==> src/rtl/uart_tx_arbiter_if.sv <==
// Byte-stream bundle between NUM_REQ message sources, the TX arbiter and the UART serializer.
// master = sources/serializer side, slave = arbiter side.
interface uart_tx_arbiter_if #(
    parameter int NUM_REQ = 4
);
    logic [NUM_REQ-1:0]   req;
    logic [8*NUM_REQ-1:0] req_data;
    logic [NUM_REQ-1:0]   req_valid;
    logic [NUM_REQ-1:0]   req_last;
    logic [NUM_REQ-1:0]   req_ready;
    logic [NUM_REQ-1:0]   grant;
    logic [7:0]           tx_data;
    logic                 tx_valid;
    logic                 tx_ready;
    logic                 busy;
    logic                 timeout_pulse;

    modport master (
        output req, req_data, req_valid, req_last, tx_ready,
        input  req_ready, grant, tx_data, tx_valid, busy, timeout_pulse
    );

    modport slave (
        input  req, req_data, req_valid, req_last, tx_ready,
        output req_ready, grant, tx_data, tx_valid, busy, timeout_pulse
    );
endinterface

==> src/rtl/uart_tx_arbiter.sv <==
// Round-robin, message-granular share of one UART TX byte stream; ARB_TIMEOUT_EN adds a stall-release timer.
// Grant 1 cycle after req; datapath is combinational; tx_ready passes straight to the owner's req_ready.
module uart_tx_arbiter #(
    parameter int NUM_REQ        = 4,
    parameter int TIMEOUT_CYCLES = 65535
) (
    input  logic             clk,
    input  logic             reset_n,
    uart_tx_arbiter_if.slave bus
);
    localparam int PTR_W = (NUM_REQ > 1) ? $clog2(NUM_REQ) : 1;

    typedef enum logic [1:0] {IDLE, XFER, RELEASE} state_t;

    state_t             r_state;
    logic [NUM_REQ-1:0] r_grant;
    logic [PTR_W-1:0]   r_rr_ptr;
    logic [PTR_W-1:0]   r_gidx;

    logic               w_sel_found;
    logic [PTR_W-1:0]   w_sel_idx;
    logic [PTR_W:0]     w_cand;
    logic               w_hs;
    logic               w_last;

    if (NUM_REQ < 2 || NUM_REQ > 8 || TIMEOUT_CYCLES < 1) begin : g_bad_param
        $error("uart_tx_arbiter: NUM_REQ must be 2..8 and TIMEOUT_CYCLES >= 1");
    end

    // Search upward from rr_ptr+1 with an explicit wrap, so non-power-of-two NUM_REQ works.
    always_comb begin
        w_sel_found = 1'b0;
        w_sel_idx   = '0;
        w_cand      = '0;
        for (int k = 1; k <= NUM_REQ; k++) begin
            w_cand = {1'b0, r_rr_ptr} + (PTR_W+1)'(k);
            if (w_cand >= (PTR_W+1)'(NUM_REQ)) begin
                w_cand = w_cand - (PTR_W+1)'(NUM_REQ);
            end
            if (!w_sel_found && bus.req[w_cand[PTR_W-1:0]]) begin
                w_sel_found = 1'b1;
                w_sel_idx   = w_cand[PTR_W-1:0];
            end
        end
    end

    always_comb begin
        bus.tx_data   = 8'h00;
        bus.tx_valid  = 1'b0;
        bus.req_ready = '0;
        if (r_state == XFER) begin
            bus.tx_data           = bus.req_data[{r_gidx, 3'b000} +: 8];
            bus.tx_valid          = bus.req_valid[r_gidx];
            bus.req_ready[r_gidx] = bus.tx_ready;
        end
    end

    assign w_hs      = (r_state == XFER) && bus.tx_valid && bus.tx_ready;
    assign w_last    = bus.req_last[r_gidx];
    assign bus.grant = r_grant;
    assign bus.busy  = (r_state != IDLE);

`ifdef ARB_TIMEOUT_EN
    localparam int CNT_W = $clog2(TIMEOUT_CYCLES + 1);

    logic [CNT_W-1:0] r_stall;
    logic             r_timeout_pulse;
    logic             w_expire;

    // Fires on the stall cycle that would bring the count to TIMEOUT_CYCLES.
    assign w_expire          = (r_stall == CNT_W'(TIMEOUT_CYCLES - 1));
    assign bus.timeout_pulse = r_timeout_pulse;
`else
    assign bus.timeout_pulse = 1'b0;
`endif

    always_ff @(posedge clk or negedge reset_n) begin
        if (!reset_n) begin
            r_state  <= IDLE;
            r_grant  <= '0;
            r_rr_ptr <= PTR_W'(NUM_REQ - 1);
            r_gidx   <= '0;
`ifdef ARB_TIMEOUT_EN
            r_stall         <= '0;
            r_timeout_pulse <= 1'b0;
`endif
        end else begin
`ifdef ARB_TIMEOUT_EN
            r_timeout_pulse <= 1'b0;
`endif
            case (r_state)
                IDLE: begin
                    if (w_sel_found) begin
                        r_state <= XFER;
                        r_gidx  <= w_sel_idx;
                        r_grant <= NUM_REQ'(1) << w_sel_idx;
`ifdef ARB_TIMEOUT_EN
                        r_stall <= '0;
`endif
                    end
                end
                XFER: begin
                    if (w_hs && w_last) begin
                        r_state  <= RELEASE;
                        r_grant  <= '0;
                        r_rr_ptr <= r_gidx;
                    end
`ifdef ARB_TIMEOUT_EN
                    else if (w_hs) begin
                        r_stall <= '0;
                    end else if (w_expire) begin
                        r_state         <= RELEASE;
                        r_grant         <= '0;
                        r_rr_ptr        <= r_gidx;
                        r_timeout_pulse <= 1'b1;
                    end else begin
                        r_stall <= r_stall + 1'b1;
                    end
`endif
                end
                RELEASE: r_state <= IDLE;
                default: r_state <= IDLE;
            endcase
        end
    end
endmodule

==> src/flat_wrapper.sv <==
// flat-port wrapper written by rule: the top's interface ports become plain ports
module uart_tx_arbiter_flat 
#(
    parameter int NUM_REQ        = 4,
    parameter int TIMEOUT_CYCLES = 65535
)
  (clk, reset_n, bus_req, bus_req_data, bus_req_valid, bus_req_last, bus_tx_ready, bus_req_ready, bus_grant, bus_tx_data, bus_tx_valid, bus_busy, bus_timeout_pulse);
  uart_tx_arbiter_if #(.NUM_REQ(NUM_REQ)) bus_i ();
  input  logic clk;
  input  logic reset_n;
  input wire logic [$bits(bus_i.req)-1:0] bus_req;
  input wire logic [$bits(bus_i.req_data)-1:0] bus_req_data;
  input wire logic [$bits(bus_i.req_valid)-1:0] bus_req_valid;
  input wire logic [$bits(bus_i.req_last)-1:0] bus_req_last;
  input wire logic [$bits(bus_i.tx_ready)-1:0] bus_tx_ready;
  output wire logic [$bits(bus_i.req_ready)-1:0] bus_req_ready;
  output wire logic [$bits(bus_i.grant)-1:0] bus_grant;
  output wire logic [$bits(bus_i.tx_data)-1:0] bus_tx_data;
  output wire logic [$bits(bus_i.tx_valid)-1:0] bus_tx_valid;
  output wire logic [$bits(bus_i.busy)-1:0] bus_busy;
  output wire logic [$bits(bus_i.timeout_pulse)-1:0] bus_timeout_pulse;
  assign bus_i.req = bus_req;
  assign bus_i.req_data = bus_req_data;
  assign bus_i.req_valid = bus_req_valid;
  assign bus_i.req_last = bus_req_last;
  assign bus_i.tx_ready = bus_tx_ready;
  assign bus_req_ready = bus_i.req_ready;
  assign bus_grant = bus_i.grant;
  assign bus_tx_data = bus_i.tx_data;
  assign bus_tx_valid = bus_i.tx_valid;
  assign bus_busy = bus_i.busy;
  assign bus_timeout_pulse = bus_i.timeout_pulse;
  uart_tx_arbiter #(.NUM_REQ(NUM_REQ), .TIMEOUT_CYCLES(TIMEOUT_CYCLES)) u_core (.clk(clk), .reset_n(reset_n), .bus(bus_i));
endmodule
==> config.mk <==
export PLATFORM = sky130hd
export DESIGN_NAME = uart_tx_arbiter_flat
export DESIGN_NICKNAME = d
export VERILOG_FILES = /design/src/rtl/uart_tx_arbiter_if.sv /design/src/rtl/uart_tx_arbiter.sv /design/src/flat_wrapper.sv
export SDC_FILE = /design/constraint.sdc
export NUM_CORES = 1
export LEC_CHECK = 0
export CORE_ASPECT_RATIO = 0.9
export CORE_MARGIN = 1.5
export CORE_UTILIZATION = 30
export DETAILED_ROUTE_END_ITERATION = 8
export PLACE_DENSITY = 0.75
export SYNTH_ARGS = -nofsm -noshare
export SYNTH_HDL_FRONTEND = slang
export SYNTH_SLANG_ARGS = --single-unit
==> constraint.sdc <==
create_clock -name clk -period 1.5 [get_ports clk]
set_input_delay 0.225 -clock clk [delete_from_list [all_inputs] [get_ports clk]]
set_output_delay 0.225 -clock clk [all_outputs]
set_load 0.1 [all_outputs]
==> impl_metrics.env <==
export IMPL_critPathBufInv=2
export IMPL_cap_violations=0
export IMPL_hold_viol=0
export IMPL_cts_hold_buf=0
export IMPL_track_usage_pct=21.2
export IMPL_wirelength_um=3270
export IMPL_cts_buffers=3
export IMPL_cts_clk_slew_worst_paths_ns=0.07
export IMPL_worstPathRequired_ns=1.27
export IMPL_hp_class="input pin to asynchronous set/reset pin"
export IMPL_syn_to_final_growth_pct=125
export IMPL_yosys_register_bits=10
export IMPL_nets=204
export IMPL_dieHeight_um=54.4
export IMPL_drt_initial_drc_count=27
export IMPL_antenna_found_initial=0
export IMPL_die_area_sq_um=3270
export IMPL_period_needed_ns=1.90
export IMPL_period_share_pct=127
export IMPL_crit_type="flip-flop to output pin"
export IMPL_ant_nets=0
export IMPL_first_global_vias=1014
export IMPL_hpwl_um=2620
export IMPL_cts_sinks=10
export IMPL_layout_setup_ws_ns=-0.401
export IMPL_cts_path_max_buffers=2
export IMPL_grt_max_degree=11
export IMPL_stdcell_count=196
export IMPL_violations="setup timing"
export IMPL_clkLatencyLatePin_ns=0.27
export IMPL_cts_tree="built"
export IMPL_port_buffers=64
export IMPL_max_stage_delay_ns=0.50
export IMPL_drive_gt1_share_pct=49.4
export IMPL_synth_largest_area_cell="dfrtp_1"
export IMPL_clock_skew_ns=0.0131
export IMPL_crit_family="multiplexers"
export IMPL_ys_seq_area_share_pct=28.7
export IMPL_synthTopCellsByArea="dfrtp_1, mux4_2, mux4_1"
export IMPL_drc=0
export IMPL_rows=18
export IMPL_placedCellCount=187
export IMPL_final_core_util_pct=71.6
export IMPL_via_per_inst=4.99
export IMPL_drv_slew=0
export IMPL_htreeDepth=1
export IMPL_ys_types=31
export IMPL_post_drt_wl_per_cell_um=16.7
export IMPL_grt_overflow_total=0
export IMPL_syn_area_per_cell_sq_um=11.3
export IMPL_cp_cell_sequence="buf_6, mux4_2, and2_4, buf_12"
export IMPL_cellPowerDensity_nw_per_um2=2640
export IMPL_irDropWorstVdd_mv=2.20
export IMPL_dpl_worst_slack_ns=-0.257
export IMPL_via_count=979
export IMPL_p_leak_nw=0.820
export IMPL_end_kind="output pin"
export IMPL_outcome="finished, violations left"
export IMPL_synth_nets=125
export IMPL_grt_first_pass_wirelength_um=4970
export IMPL_start_util_pct=31.8
export IMPL_dr_pass1_iters=4
export IMPL_cp_max_fo=5
export IMPL_cp_arrival_ns=1.68
export IMPL_io_pins=66
export IMPL_antenna_cells=0
export IMPL_die_x_um=60.1
export IMPL_synth_ff_type="dfrtp_1"
export IMPL_start_kind="flip-flop"
export IMPL_rsz0062_at_grt="true"
export IMPL_synth_edf_count=0
export IMPL_synth_top_cell_area_share_pct=22.7
export IMPL_synthArstFlopShare_pct=100
export IMPL_coreArea_sq_um=2770
export IMPL_synthCells=78
export IMPL_gp_congestion=0.804
export IMPL_setup_viol=21
export IMPL_fmax_mhz=526
export IMPL_syn_area_sq_um=881
export IMPL_worst_path_max_delay_cell="mux4_2"
export IMPL_root_buffer="clkbuf_4"
export IMPL_ys_warn_count=0
kinds of logic after synthesis:
group                  synth area share [%]
other                                 0.426
buffers and inverters                  5.68
muxes                                  31.8
and+or+nand+nor                        20.7
DFF                                    28.7
AOI/OAI and AO/OA                      12.6
sequential cells by signal, summed over array words and instances (netlist names):
name / flops
u_core.bus.grant: 4
u_core.r_gidx: 2
u_core.r_rr_ptr: 2
u_core.r_state: 2
cell type report:
type | instances | area, sq um
Timing Repair Buffer | 81 | 995
Multi-Input combinational cell | 60 | 657
Sequential cell | 10 | 253
Inverter | 1 | 3.75
Clock buffer | 4 | 26.3
Tap cell | 40 | 50.0
Fill cell | 199 | 786
per-stage QoR:
step	power, mW	TNS [ns]	hold slack (ns)	area, sq um
after global routing	5.42	-6.68	0.279	1980
after detailed placement	4.77	-3.94	0.552	1890
after CTS	5.22	-5.07	0.258	1970
final	5.24	-5.16	0.258	1980
after global placement	4.70	-3.34	0.545	1890
after floorplan	3.26	-2.04	-0.0706	965
placed cells by master, fill, tap and decap left out, types with 2 or more instances in the layout:
cell type        netlist  routed
clkbuf_4               0       3
a21oi_1                2       2
nand2_4                0       2
and3_4                 0       2
and2_4                 0       9
buf_4                  1      10
buf_6                  2       4
buf_12                 0      20
nor2_4                 1       2
nand2_1                6       4
mux4_2                 6      10
or2_2                  2       2
dfstp_2                2       2
dfrtp_1                8       8
o21ai_0                5       4
mux2_4                 2       2
a32o_1                 4       3
clkdlybuf4s50_1        0      45
nand2b_1               2       2
power by group:
group / internal, mW / total [mW] / switching (mW)
registers: 0.395 / 0.540 / 0.145
logic: 1.97 / 4.50 / 2.53
clock network: 0.103 / 0.199 / 0.0961
total: 2.47 / 5.24 / 2.77
timing repair:
item	CTS	global route
pin swaps	16	3
gates resized for setup	21	3
setup endpoints to repair	21	21
setup buffers	4	2
Yosys cell counts (3+ instances only):
master    instances
dfrtp_1           8
mux4_1            4
nand2_1           6
o21ai_0           5
a32o_1            4
and2_1            9
clkbuf_1          3
mux4_2            6
final timing paths:
path                                     start                   to  slack (ns)  cells past startpoint
min in group clk           u_core.bus.grant[0]  u_core.bus.grant[0]        0.57                      1
max in group asynchronous              reset_n   u_core.r_rr_ptr[1]        0.89                      1
min                                    reset_n  u_core.bus.grant[3]        0.26                      1
min reg2reg                u_core.bus.grant[0]  u_core.bus.grant[0]        0.57                      1
max                           u_core.r_gidx[0]       bus_tx_data[4]       -0.40                      4
max reg2reg                   u_core.r_gidx[0]   u_core.r_rr_ptr[1]       -0.23                      5
worst reg2reg max path, stage by stage (launching register included):
cell	delay (ns)
dfrtp_1	0.41
buf_12	0.15
buf_4	0.11
mux4_2	0.49
and3_4	0.20
mux2_4	0.30
per-layer routing:
layer | GRT usage, % | vias to the layer above | wire length, um
met5 | 0 | - | 0
met3 | 2.84 | 5 | 223
met2 | 39.1 | 42 | 1700
met4 | 7.78 | 0 | 40
li1 | - | 456 | -
met1 | 25.0 | 476 | 1300
Power figures use the tool's default switching activity.
